**src/rtl/gate_sensor.sv**
```systemverilog
// Two-beam gate sensor: synchronizes and debounces the a/b photo beams, then tracks
// the beam sequence to emit one incr per completed entry and one decr per completed exit.
module gate_sensor #(
  parameter int SYNC_STAGES = 2,
  parameter int DEBOUNCE    = 4
) (
  input  logic clk,
  input  logic reset,
  input  logic a,
  input  logic b,
  output logic incr,
  output logic decr,
  output logic busy,
  output logic fault
);

  localparam int CW = $clog2(DEBOUNCE + 1);

  typedef enum logic [2:0] {IDLE, EN1, EN2, EN3, EX1, EX2, EX3, ERR} state_t;

  logic [SYNC_STAGES-1:0] a_sync_reg, b_sync_reg;
  logic [1:0]             pair;
  logic [1:0]             pair_prev_reg;
  logic [1:0]             filt_reg;
  logic [CW-1:0]          cnt_reg;
  logic                   filt_upd_reg;
  state_t                 state_reg, state_next;
  logic                   incr_next, decr_next;
  logic                   incr_reg, decr_reg, busy_reg, fault_reg;

  always_ff @(posedge clk or negedge reset) begin
    if (!reset) begin
      a_sync_reg <= '0;
      b_sync_reg <= '0;
    end else begin
      a_sync_reg <= {a_sync_reg[SYNC_STAGES-2:0], a};
      b_sync_reg <= {b_sync_reg[SYNC_STAGES-2:0], b};
    end
  end

  assign pair = {a_sync_reg[SYNC_STAGES-1], b_sync_reg[SYNC_STAGES-1]};

  // cnt_reg holds how many consecutive edges pair has shown its current value
  // while differing from the filtered pair; acceptance strobes filt_upd_reg once.
  always_ff @(posedge clk or negedge reset) begin
    if (!reset) begin
      pair_prev_reg <= 2'b00;
      filt_reg      <= 2'b00;
      cnt_reg       <= '0;
      filt_upd_reg  <= 1'b0;
    end else begin
      pair_prev_reg <= pair;
      filt_upd_reg  <= 1'b0;
      if (pair == filt_reg) begin
        cnt_reg <= '0;
      end else if (pair != pair_prev_reg) begin
        cnt_reg <= CW'(1);
      end else if (cnt_reg == CW'(DEBOUNCE)) begin
        filt_reg     <= pair;
        filt_upd_reg <= 1'b1;
        cnt_reg      <= '0;
      end else begin
        cnt_reg <= cnt_reg + CW'(1);
      end
    end
  end

  always_ff @(posedge clk or negedge reset) begin
    if (!reset) begin
      state_reg <= IDLE;
    end else begin
      state_reg <= state_next;
    end
  end

  always_comb begin
    state_next = state_reg;
    incr_next  = 1'b0;
    decr_next  = 1'b0;
    if (filt_upd_reg) begin
      case (state_reg)
        IDLE: begin
          case (filt_reg)
            2'b10:   state_next = EN1;
            2'b01:   state_next = EX1;
            2'b11:   state_next = ERR;
            default: state_next = IDLE;
          endcase
        end
        EN1: begin
          case (filt_reg)
            2'b11:   state_next = EN2;
            2'b00:   state_next = IDLE;
            default: state_next = ERR;
          endcase
        end
        EN2: begin
          case (filt_reg)
            2'b01:   state_next = EN3;
            2'b10:   state_next = EN1;
            default: state_next = ERR;
          endcase
        end
        EN3: begin
          case (filt_reg)
            2'b00: begin
              state_next = IDLE;
              incr_next  = 1'b1;
            end
            2'b11:   state_next = EN2;
            default: state_next = ERR;
          endcase
        end
        EX1: begin
          case (filt_reg)
            2'b11:   state_next = EX2;
            2'b00:   state_next = IDLE;
            default: state_next = ERR;
          endcase
        end
        EX2: begin
          case (filt_reg)
            2'b10:   state_next = EX3;
            2'b01:   state_next = EX1;
            default: state_next = ERR;
          endcase
        end
        EX3: begin
          case (filt_reg)
            2'b00: begin
              state_next = IDLE;
              decr_next  = 1'b1;
            end
            2'b11:   state_next = EX2;
            default: state_next = ERR;
          endcase
        end
        default: begin
          if (filt_reg == 2'b00) state_next = IDLE;
        end
      endcase
    end
  end

  always_ff @(posedge clk or negedge reset) begin
    if (!reset) begin
      incr_reg  <= 1'b0;
      decr_reg  <= 1'b0;
      busy_reg  <= 1'b0;
      fault_reg <= 1'b0;
    end else begin
      incr_reg  <= incr_next;
      decr_reg  <= decr_next;
      busy_reg  <= (state_reg != IDLE) && (state_reg != ERR);
      fault_reg <= (state_reg == ERR);
    end
  end

  assign incr  = incr_reg;
  assign decr  = decr_reg;
  assign busy  = busy_reg;
  assign fault = fault_reg;

endmodule

```
**config.mk**
```make
export PLATFORM = sky130hd
export DESIGN_NAME = gate_sensor
export DESIGN_NICKNAME = d
export VERILOG_FILES = /design/src/rtl/gate_sensor.sv
export SDC_FILE = /design/constraint.sdc
export NUM_CORES = 1
export LEC_CHECK = 0
export ABC_AREA = 1
export CAP_MARGIN = 20
export CELL_PAD_IN_SITES_DETAIL_PLACEMENT = 0
export CELL_PAD_IN_SITES_GLOBAL_PLACEMENT = 1
export CORE_ASPECT_RATIO = 0.5
export CORE_MARGIN = 10
export CORE_UTILIZATION = 25
export DETAILED_ROUTE_END_ITERATION = 10
export HOLD_SLACK_MARGIN = 0.15
export PLACE_DENSITY_LB_ADDON = 0.1
export SETUP_SLACK_MARGIN = 0.5
export SYNTH_ARGS = -nofsm -noshare
export SYNTH_HDL_FRONTEND = slang
export SYNTH_SLANG_ARGS = --single-unit
```
**constraint.sdc**
```tcl
create_clock -name clk -period 1.72 [get_ports clk]
set_clock_uncertainty 0.1 [all_clocks]
set_input_delay 0.258 -clock clk [delete_from_list [all_inputs] [get_ports clk]]
set_output_delay 0.258 -clock clk [all_outputs]
set_load 0.1 [all_outputs]
```
==> reports/summary.txt <==
CTS tree - done
routed via count - 782
global-route wire length before repair - 3.774 mm
Placed Cells - 187
post-synth top area cell - dfrtp_1
Final Max Tran Viols - 0
Core Util, Final - 0.3624
Synth warnings - 0
GRT Residual Overflow - 0
Setup TNS - 0 ns
Crit Path Category - register to register
FILL cells - 430
post-synthesis adder-cell area fraction - 0.09558
Arrival @ worst endpoint - 1.41 ns
RSZ-0062 raised after global routing - true
Seq cells post-synth - 19
Seq/Total Area, Yosys - 0.4540
worst r2r dst - state_reg[1]
Crit Path Max Fanout - 4
commonest non-fill, non-tap cell in the layout - nand2_1
minimum clock period - 1.351 ns
drt wl/cell - 10.84 µm
placement row count - 16
final setup violation count - 0
Area growth syn-to-layout - 37.16%
pin count of the biggest net entering global routing - 20
layout cell share with drive strength beyond 1 - 0.4345
multiplexer share of the synthesized area - 0
GP Congestion - 0.7194
fmax - 740.2 MHz
worst skew pair latency - 0.26 ns
synthesized instance count - 127
Peak VDD IR - 0.3159 mV
R2R depth - 8
worst slew margin relative to its limit - 0.8230
worst slew pin tran - 0.2631 ns
most frequent cells in the layout - 28 x nand2_1, 14 x inv_1, 11 x dfrtp_1
Num Clock Sinks - 19
hold_buf cts - 0
vias per cell - 3.930
clock buffers created by TritonCTS - 3
reg2reg start - filt_reg[0]
FF-to-FF setup slack - 0.37 ns
CTS max path bufs - 2
Final ANT Viol Nets - 0
WHS - 0.2335 ns
period utilisation layout - 0.7854
Synth Area in XOR/XNOR - 0
Starting Density - 0.2642
IO Count - 8
die area - 0.007335 mm²
max_cap viols - 0
top post-synthesis cells by area - dfrtp_1 45%, nand2_1 13%, ha_1 9.6%, inv_1 7.2%, nor2_1 3.6%
clk slew on worst S/H paths - 0.08 ns
HPWL after DPL - 1.543 mm
library cells used by synthesis - 20
Pleak - 0.7440 nW
combinational family with the most area after synthesis - simple AND/OR/NAND/NOR gates
Worst setup EP type - register
drt first pass iters - 3
Antenna diodes - 0
vias in the first global route - 760
Required @ worst endpoint - 1.78 ns
Synth Area per Inst - 8.246 µm²
total routed wirelength - 2.158 mm
H-Tree Depth - 1
Syn Nets - 139
clock root cell - clkbuf_8
GRT Util Overall - 0.06291
DRC errors left - 0
status - completed
Synth Area in Simple Gates - 0.3035
Synth top area share - 0.4540
initial antenna violation count - 0
fin nets - 158
Die X - 111.5 µm
Pwr per Cell Area - 681.0 mW/mm²
Buffers on Ports - 7
final count of hold timing violations - 0
DRT iter0 DRCs - 5
Non-Filler Instances - 199
post-synthesis compound-gate area fraction - 0.03943
die height - 65.77 µm
Floorplan Core Area - 0.003964 mm²
mapped cell area - 0.001047 mm²
hold crit path type - input pin to asynchronous set/reset pin
CP Launch Type - register
[worst max path at each step]
stage                           start           end  cells past startpoint
after floorplan           filt_reg[1]  state_reg[0]                      8
after global routing      filt_reg[0]  state_reg[2]                     10
after detailed placement  filt_reg[1]  state_reg[1]                      8
final                     filt_reg[0]  state_reg[1]                      8
after global placement    filt_reg[1]  state_reg[1]                      8
after CTS                 filt_reg[0]  state_reg[1]                      8
[timing repair]
action | 4_1_cts | 5_1_grt
endpoints found under the setup margin | 10 | 14
setup buffers | 5 | 3
gates resized for setup | 16 | 17
pin swaps | 16 | 10
[worst max-delay path: stages, from the launching register on]
cell and delay [ns]:
dfrtp_2 0.45, inv_4 0.10, ha_4 0.22, nand3_2 0.05, nand2_1 0.06, nor2_2 0.08, nand2_1 0.07, nand2_1 0.06
nand2_1 0.04
[Yosys cell counts]
master / number
o21ai_4: 1
nor2_1: 10
nand3_2: 1
nand3_1: 7
nand2_2: 4
nand4_1: 3
a21oi_1: 1
nor2_2: 1
inv_2: 4
nand2_1: 37
nor4_1: 1
nor2_4: 1
o21ai_0: 4
nand2_4: 1
nor3_1: 1
buf_6: 2
nor3b_2: 1
ha_1: 8
inv_1: 20
dfrtp_1: 19
[cells by family after synthesis]
kind of cell               after synthesis
and+or+nand+nor                         68
buffers and inverters                   26
DFF                                     19
adders and majority gates                8
AOI/OAI and AO/OA                        6
[where the power goes]
group / total, W / internal (W) / switching (W) / leakage [nW]
clock: 0.000323 / 0.000163 / 0.000160 / 0.0217
combinational: 0.000172 / 0.0000797 / 0.0000922 / 0.488
sequential: 0.000483 / 0.000465 / 0.0000183 / 0.234
total: 0.000978 / 0.000708 / 0.000270 / 0.744
[cell type report]
type                    count  area, µm²  area share
multi-input cells          82      551.8      0.3841
repair buffers             16      185.2      0.1289
well taps                  54      67.56     0.04704
clock inverters             1      7.507    0.005226
inverters                  24      97.59     0.06794
clock buffers               3      41.29     0.02875
flip-flops and latches     19      485.5      0.3380
[routing by layer]
metal	vias up	track usage	part of all wire
li1	420	-	-
met1	350	0.08093	0.51
met2	8	0.09230	0.44
met3	4	0.02808	0.038
met4	0	0.01911	0.010
met5	-	0	0
[metrics by stage]
step	worst slack, ns	instance area, µm²	power [W]
after global placement	0.2076	1245	0.0006166
final	0.3691	1436	0.0009782
after global routing	0.2711	1436	0.001041
after floorplan	0.4168	1082	0.0005758
after detailed placement	0.2314	1245	0.0006174
after CTS	0.3132	1366	0.0009785
No activity file was read; power rests on OpenSTA's default activity.
